===== src/rtl/clk_sched.sv =====
// Run/stop/step/halt scheduler: gates divider ticks into CPU enables and owns the T-state ring.
// Optional CLK_SCHED_ISTEP_EN adds an istep input that makes a step run a whole instruction.
module clk_sched #(
   parameter int unsigned NSTATES = 6
) (
   input  logic               sysclk,
   input  logic               reset,
   input  logic               clken,
   input  logic               clken2,
   input  logic               run,
   input  logic               step,
   input  logic               resume,
   input  logic               halt,
   input  logic               tclr,
`ifdef CLK_SCHED_ISTEP_EN
   input  logic               istep,
`endif
   output logic               cpu_en,
   output logic               cpu_en2,
   output logic [NSTATES-1:0] tstate,
   output logic               halted,
   output logic [1:0]         sched_st
);

   localparam logic [1:0] StStop   = 2'd0;
   localparam logic [1:0] StRun    = 2'd1;
   localparam logic [1:0] StArmed  = 2'd2;
   localparam logic [1:0] StHalted = 2'd3;

   localparam logic [NSTATES-1:0] TFirst = NSTATES'(1);

   logic [1:0]         state_q, state_d;
   logic               pend2_q, pend2_d;
   logic               cpu_en_q, cpu_en_d;
   logic               cpu_en2_q, cpu_en2_d;
   logic [NSTATES-1:0] tstate_q, tstate_d;
   logic               halted_q, halted_d;
   logic               gate_open;
`ifdef CLK_SCHED_ISTEP_EN
   logic               armi_q, armi_d;
`endif

   assign gate_open = (state_q == StRun) || (state_q == StArmed);

   always_comb begin
      cpu_en_d  = clken & gate_open;
      cpu_en2_d = clken2 & pend2_q;
      // A passed phase-A tick always owes exactly one phase-B tick.
      pend2_d   = pend2_q;
      if (cpu_en_d) begin
         pend2_d = 1'b1;
      end else if (cpu_en2_d) begin
         pend2_d = 1'b0;
      end

      tstate_d = tstate_q;
      if (cpu_en_q) begin
         tstate_d = tclr ? TFirst : {tstate_q[NSTATES-2:0], tstate_q[NSTATES-1]};
      end

      state_d = state_q;
`ifdef CLK_SCHED_ISTEP_EN
      armi_d  = armi_q;
`endif
      if (cpu_en_q && halt) begin
         state_d = StHalted;
      end else begin
         unique case (state_q)
            StStop: begin
               if (run) begin
                  state_d = StRun;
               end else if (step) begin
                  state_d = StArmed;
`ifdef CLK_SCHED_ISTEP_EN
                  armi_d  = istep;
`endif
               end
            end
            StRun: begin
               if (!run) state_d = StStop;
            end
            StArmed: begin
`ifdef CLK_SCHED_ISTEP_EN
               if (armi_q) begin
                  // Instruction step ends on the last T-state or a short-cycle clear.
                  if (cpu_en_q && (tclr || tstate_q[NSTATES-1])) begin
                     state_d = StStop;
                  end else if (run) begin
                     state_d = StRun;
                  end
               end else if (clken) begin
                  state_d = StStop;
               end else if (run) begin
                  state_d = StRun;
               end
`else
               if (clken) begin
                  state_d = StStop;
               end else if (run) begin
                  state_d = StRun;
               end
`endif
            end
            StHalted: begin
               if (resume) state_d = run ? StRun : StStop;
            end
            default: state_d = StStop;
         endcase
      end

      halted_d = (state_d == StHalted);
   end

   always_ff @(posedge sysclk or negedge reset) begin
      if (!reset) begin
         state_q   <= StStop;
         pend2_q   <= 1'b0;
         cpu_en_q  <= 1'b0;
         cpu_en2_q <= 1'b0;
         tstate_q  <= TFirst;
         halted_q  <= 1'b0;
      end else begin
         state_q   <= state_d;
         pend2_q   <= pend2_d;
         cpu_en_q  <= cpu_en_d;
         cpu_en2_q <= cpu_en2_d;
         tstate_q  <= tstate_d;
         halted_q  <= halted_d;
      end
   end

`ifdef CLK_SCHED_ISTEP_EN
   always_ff @(posedge sysclk or negedge reset) begin
      if (!reset) begin
         armi_q <= 1'b0;
      end else begin
         armi_q <= armi_d;
      end
   end
`endif

   assign cpu_en   = cpu_en_q;
   assign cpu_en2  = cpu_en2_q;
   assign tstate   = tstate_q;
   assign halted   = halted_q;
   assign sched_st = state_q;

endmodule


===== config.mk =====
export PLATFORM = sky130hd
export DESIGN_NAME = clk_sched
export DESIGN_NICKNAME = d
export VERILOG_FILES = /design/src/rtl/clk_sched.sv
export SDC_FILE = /design/constraint.sdc
export NUM_CORES = 1
export LEC_CHECK = 0
export CORE_MARGIN = 2
export CORE_UTILIZATION = 38
export CTS_CLUSTER_DIAMETER = 100
export CTS_CLUSTER_SIZE = 24
export DETAILED_ROUTE_END_ITERATION = 12
export PLACE_DENSITY_LB_ADDON = 0.1
export SYNTH_ARGS = -nofsm -noshare
export SYNTH_HDL_FRONTEND = slang
export SYNTH_SLANG_ARGS = --single-unit
export TNS_END_PERCENT = 100

===== constraint.sdc =====
create_clock -name sysclk -period 1.55 [get_ports sysclk]
set_clock_uncertainty 0.2 [all_clocks]
set_input_delay 0.155 -clock sysclk [delete_from_list [all_inputs] [get_ports sysclk]]
set_output_delay 0.155 -clock sysclk [all_outputs]
set_load 0.005 [all_outputs]

==> out/metrics.cfg, run 1 <==
[place]
io_buffers = 19
gp_congestion = 0.769
place_ws_ns = -0.0936
dp_hpwl_um = 892

[run_status]
status = finished, violations left
violations = setup timing

[worst_setup_path]
worstPathMaxFanout = 7
startpoint_type = flop
endpoint_kind = flop
critical-path-slowest-cell = dfrtp_2
max_stage_delay_ns = 0.46
path_cells = inv_2, ha_2, and3_1, a21oi_2, or2_1
rr_startpoint = sched_st[0]
crit_required_ns = 1.50
path_class = flop to flop
cp_top_family = flip-flops
crit_start = sched_st[0]
cp.arrival_ns = 1.54
worst-path-buf-inv = 1

[drt]
vias = 480
dr.pass1.iters = 4
avgViaCountPerCell = 4.57
ant_nets = 0
wl_per_cell_um = 11.3
initialDrtViolationCount = 5
drc_errors = 0
wl_um = 1190

[power_and_ir_drop]
leakage_nw = 0.440
peakVddDrop_mv = 0.989
powerDensity_mw_per_mm2 = 1700

[sta]
relSlewSlack = 0.892
fin_crit_sh = 1.02
slew_viol_final = 0
hold_viol_final = 0
fin_ws_ns = -0.0342
fmax_ghz = 0.631
setup_violations = 1
rsz0062_at_grt = yes
worst_pin_slew_ns = 0.161
period_needed_ns = 1.58

[logic_synthesis]
synth_edf_count = 0
synth_top_area_frac = 0.474
synth_area_per_cell_um2 = 9.84
async_reset_ff_frac = 1.00
ys_types = 21
synth_area_um2 = 581
ys_ff_latch = 12
synth_common_cells = 11 x dfrtp_1, 9 x inv_1, 9 x nand2_1, 6 x o21ai_0, 4 x ha_1
ys_top_cells_by_area = dfrtp_1 47%, ha_1 8.6%, inv_1 5.8%
synthCells = 59
yosys.area.top_type = dfrtp_1
syn-num-nets = 72
seq_area_frac_synth = 0.519
yosysWarnings = 0
ys.flop_type = dfrtp_1
synth.most_common_cell = dfrtp_1

[finish]
antenna_cells = 0
drive_above_1_share = 0.236
layout.nets = 103
syn_to_final_growth_pct = 57.8
utilization = 0.622

[clock_network]
clkTransAtPathRegs_ns = 0.08
cts_tree = done
clk_path_buf_depth = 2
cts-root-buf = clkbuf_4
clkLatencyLatePin_ns = 0.27
cts_made_buffers = 3
cts_sinks = 12
htree_num_levels = 1

[hold_path]
min-delay-start = clken2
hold_class = input pin to flop

[floorplanning]
start_util = 0.395
dieArea_mm2 = 0.00186
coreArea_mm2 = 0.00147
die_h_um = 43.1
die_w_um = 43.1
pin_count = 20
num_rows = 14

[grt]
grt_start_max_net_pins = 13
grt_overflow_total = 0
grt_use_total = 0.151
first_global_vias = 498
grt_pass1_wl_um = 2100
antenna_found_initial = 0

[run]
maxCapViolCount = 0

-- state kept, by name, indices dropped and copies added (netlist names) --
register,cells
pend2_q,1
cpu_en,1
sched_st,2
tstate,6
halted,1
cpu_en2,1
-- what timing repair did --
item	4_1_cts	5_1_grt
hold buffers	1	0
hold endpoints to repair	11	0
pin swaps	3	6
resized for setup	5	5
setup buffers	1	2
endpoints found under the setup margin	6	5
-- final timing paths --
| kind | end | slack [ns] | cells after the start |
|---|---|---|---|
| worst max-delay path | sched_st[0] | -0.03 | 5 |
| worst min-delay path | pend2_q | 0.27 | 3 |
| worst max register to register | sched_st[0] | -0.03 | 5 |
| worst min register to register | pend2_q | 0.29 | 1 |
| max in group asynchronous | tstate[0] | 0.39 | 3 |
| min in group asynchronous | tstate[2] | 0.53 | 3 |
-- cell usage in the layout, fill, tap and decap left out, types with 2 or more instances in the layout --
cell              n
a21oi_1           2
o21ai_1           2
nand2_1           9
o21ai_0           4
dlygate4sd2_1     3
and2_1            2
buf_4             7
ha_1              2
dfrtp_2           2
dfrtp_1           9
clkdlybuf4s50_1  15
clkbuf_4          3
inv_1             8
-- per-stage QoR --
step	setup TNS, ns	cells	hold slack (ns)	total power, mW	cell area (µm²)
final	-0.0342	105	0.271	1.56	916
after global routing	-0.151	105	0.283	1.69	916
after CTS	-0.0535	103	0.272	1.51	877
after detailed placement	-0.169	97	0.259	1.26	826
after global placement	-0.148	97	0.257	1.25	826
after floorplan	0	59	-0.341	0.892	591
-- tightest hold or removal path, stage by stage --
cell and delay (ns):
clkdlybuf4s50_1 0.41, inv_1 0.05, a21o_1 0.10
-- cells by family after synthesis --
| group | synth area share |
|---|---|
| flip-flops | 0.519 |
| adder cells (fa/ha/maj) | 0.0862 |
| AO/OA/AOI/OAI | 0.153 |
| multiplexers | 0.0194 |
| buffers and inverters | 0.0668 |
| AND/OR/NAND/NOR | 0.155 |
-- final cells by class --
class / instances / area, µm²
Fill cell: 138 / 556
Timing Repair Buffer: 27 / 251
Inverter: 9 / 33.8
Tap cell: 16 / 20.0
Sequential cell: 12 / 304
Multi-Input combinational cell: 37 / 270
Clock buffer: 4 / 36.3
-- layer usage --
metal / global-route usage / wire length (µm) / up-vias
li1: - / - / 255
met5: 0 / 0 / -
met2: 0.230 / 547 / 14
met1: 0.199 / 581 / 211
met3: 0.0383 / 63 / 0
met4: 0.0727 / 0 / 0
-- power by group --
group	internal [mW]	leakage, nW	total (mW)	switching, mW
logic	0.450	0.267	0.753	0.303
clock network	0.143	0.0210	0.249	0.106
registers	0.450	0.152	0.556	0.106
No activity file was read; power rests on OpenSTA's default activity.
==> run 2, diff against run 1 <==
--- a/config.mk
+++ b/config.mk
@@ -5,7 +5,6 @@
 export SDC_FILE = /design/constraint.sdc
 export NUM_CORES = 1
 export LEC_CHECK = 0
-export CORE_MARGIN = 2
 export CORE_UTILIZATION = 38
 export CTS_CLUSTER_DIAMETER = 100
 export CTS_CLUSTER_SIZE = 24
==> out/metrics.cfg, run 2 (same netlist as run 1, synthesis figures left out) <==
[sta]
rsz0062_at_grt = yes
fin_crit_sh = 1.04  ; +0.0165
hold_viol_final = 0  ; unchanged
setup_violations = 3  ; +2
fin_ws_ns = -0.0597  ; -0.0256 ns
fmax_ghz = 0.621  ; -1.6%
slew_viol_final = 0  ; unchanged
worst_pin_slew_ns = 0.195  ; +0.0341 ns
hold_ws_ns = 0.241  ; -0.0305 ns
relSlewSlack = 0.868  ; -0.0234
period_needed_ns = 1.61  ; +0.0256 ns

[drt]
initialDrtViolationCount = 5  ; unchanged
wl_um = 1270  ; +6.2%
vias = 499  ; +4.0%
ant_nets = 0  ; unchanged
dr.pass1.iters = 3  ; -1
wl_per_cell_um = 11.9  ; +5.2%
drc_errors = 0  ; unchanged
avgViaCountPerCell = 4.71  ; +3.0%

[worst_setup_path]
worstPathMaxFanout = 4  ; -3
path_cells = buf_4, buf_4, mux2_1, nand2_1, a21oi_2, or2_1
endpoint_kind = flop
reg2reg_to = sched_st[0]
cp_top_family = flip-flops
cp.arrival_ns = 1.58  ; +0.04 ns
worst-path-buf-inv = 2  ; +1
path_class = flop to flop
startpoint_type = flop
ff2ff_path_depth = 6  ; +1
reg2reg_slack_ns = -0.06  ; -0.03 ns
max_stage_delay_ns = 0.41  ; -0.05 ns
rr_startpoint = sched_st[0]
crit_required_ns = 1.52  ; +0.02 ns
critical-path-slowest-cell = dfrtp_1
crit_top_cell = buf_4

[place]
dp_hpwl_um = 904  ; +1.4%
io_buffers = 19  ; unchanged
post-place-cells = 96  ; -1.0%
gp_congestion = 0.698  ; -9.2%

[grt]
grt_pass1_wl_um = 1780  ; -15%
grt_use_total = 0.173  ; +0.0216
first_global_vias = 405  ; -19%
grt_start_max_net_pins = 13  ; unchanged
antenna_found_initial = 0  ; unchanged
grt_overflow_total = 0  ; unchanged

[finish]
syn_to_final_growth_pct = 60.1
utilization = 0.680  ; +0.0580
final_cell_mix = 14 x clkdlybuf4s50_1, 11 x dfrtp_1, 9 x nand2_1
drive_above_1_share = 0.242  ; +0.00580
antenna_cells = 0  ; unchanged
fillers = 123  ; -11%
fin_cells = 106  ; +0.95%
layout_commonest_cell = clkdlybuf4s50_1
largest_reg_flops = 6  ; unchanged
layout.nets = 105  ; +1.9%

[clock_network]
clkTransAtPathRegs_ns = 0.08  ; about the same
htree_num_levels = 1  ; unchanged
cts_made_buffers = 3  ; unchanged
cts_tree = done
cts-root-buf = clkbuf_4
cts_sinks = 12  ; unchanged
clkLatencyLatePin_ns = 0.27  ; about the same
clk_path_buf_depth = 2  ; unchanged

[hold_path]
min-delay-start = tclr
holdPathStages = 2  ; -1
min_to = tstate[4]
hold_class = input pin to flop

[run_status]
status = finished, violations left
violations = setup timing

[floorplanning]
start_util = 0.425  ; +0.0304
die_w_um = 41.1  ; -4.6%
num_rows = 13  ; -1
coreArea_mm2 = 0.00137  ; -7.1%
pin_count = 20  ; unchanged
dieArea_mm2 = 0.00169  ; -9.1%
die_h_um = 41.1  ; -4.6%

[power_and_ir_drop]
peakVddDrop_mv = 0.972  ; -1.7%
leakage_nw = 0.479  ; +8.9%
powerDensity_mw_per_mm2 = 1720  ; +1.4%

[run]
maxCapViolCount = 0  ; unchanged

[run 2: cell types whose count changed in the layout (fill, tap and decap cells not counted), sizes merged]
cell and change:
buf +2, dlymetal6s2s +2, clkdlybuf4s50 -1, dlygate4sd2 -1
[run 2: how the worst max path moves through the flow]
stage	depth (start not counted)	slack [ns]	from	endpoint
CTS	2	-0.09	sched_st[0]	sched_st[0]
floorplan	6	0.01	sched_st[0]	sched_st[0]
finish	6	-0.06	sched_st[0]	sched_st[0]
detailed placement	5	-0.06	resume	sched_st[0]
global placement	5	-0.05	resume	sched_st[0]
global route	7	-0.13	sched_st[0]	halted
[run 2: metal layers]
layer / vias up / GRT usage / share of wire
li1: 253 / - / -
met1: 231 / 0.213 / 0.45
met2: 13 / 0.254 / 0.48
met3: 2 / 0.0978 / 0.062
met4: 0 / 0.0500 / 0.0047
met5: - / 0 / 0
[run 2: what timing repair did]
| action | CTS | global route |
|---|---|---|
| hold buffers | 1 | 0 |
| gates cloned | 0 | 0 |
| gates resized for setup | 5 | 5 |
| pin swaps | 2 | 0 |
| setup endpoints to repair | 5 | 7 |
| hold endpoints to repair | 11 | 0 |
| setup buffers | 2 | 3 |
[run 2: metrics by stage]
stage	power, mW	cell area (µm²)	setup TNS, ns	setup slack [ns]
after global placement	1.24	825	-0.0520	-0.0520
after detailed placement	1.27	825	-0.0680	-0.0621
after CTS	1.56	896	-0.194	-0.0883
after floorplan	0.892	591	0	0.0107
final	1.60	930	-0.122	-0.0597
after global routing	1.74	930	-0.343	-0.133
[run 2: final cells by class]
cell class / count / area (µm²) / share of cell area
clock buffers: 4 / 36.3 / 0.0390
inverters: 9 / 33.8 / 0.0363
multi-input cells: 37 / 263 / 0.283
flip-flops and latches: 12 / 302 / 0.324
well taps: 15 / 18.8 / 0.0202
repair buffers: 29 / 277 / 0.297
[run 2: power breakdown]
| part | total (mW) | internal [mW] | switching (mW) | leakage [nW] |
|---|---|---|---|---|
| sequential | 0.520 | 0.445 | 0.0755 | 0.155 |
| clock | 0.243 | 0.143 | 0.100 | 0.0210 |
| combinational | 0.839 | 0.493 | 0.346 | 0.303 |
| total | 1.60 | 1.08 | 0.521 | 0.479 |
==> run 3, diff against run 2 <==
--- a/config.mk
+++ b/config.mk
@@ -10,6 +10,7 @@
 export CTS_CLUSTER_SIZE = 24
 export DETAILED_ROUTE_END_ITERATION = 12
 export PLACE_DENSITY_LB_ADDON = 0.1
+export SLEW_MARGIN = 0
 export SYNTH_ARGS = -nofsm -noshare
 export SYNTH_HDL_FRONTEND = slang
 export SYNTH_SLANG_ARGS = --single-unit
==> results of run 3 <==
No change in the layout: final DEF, timing and power equal those of run 2.
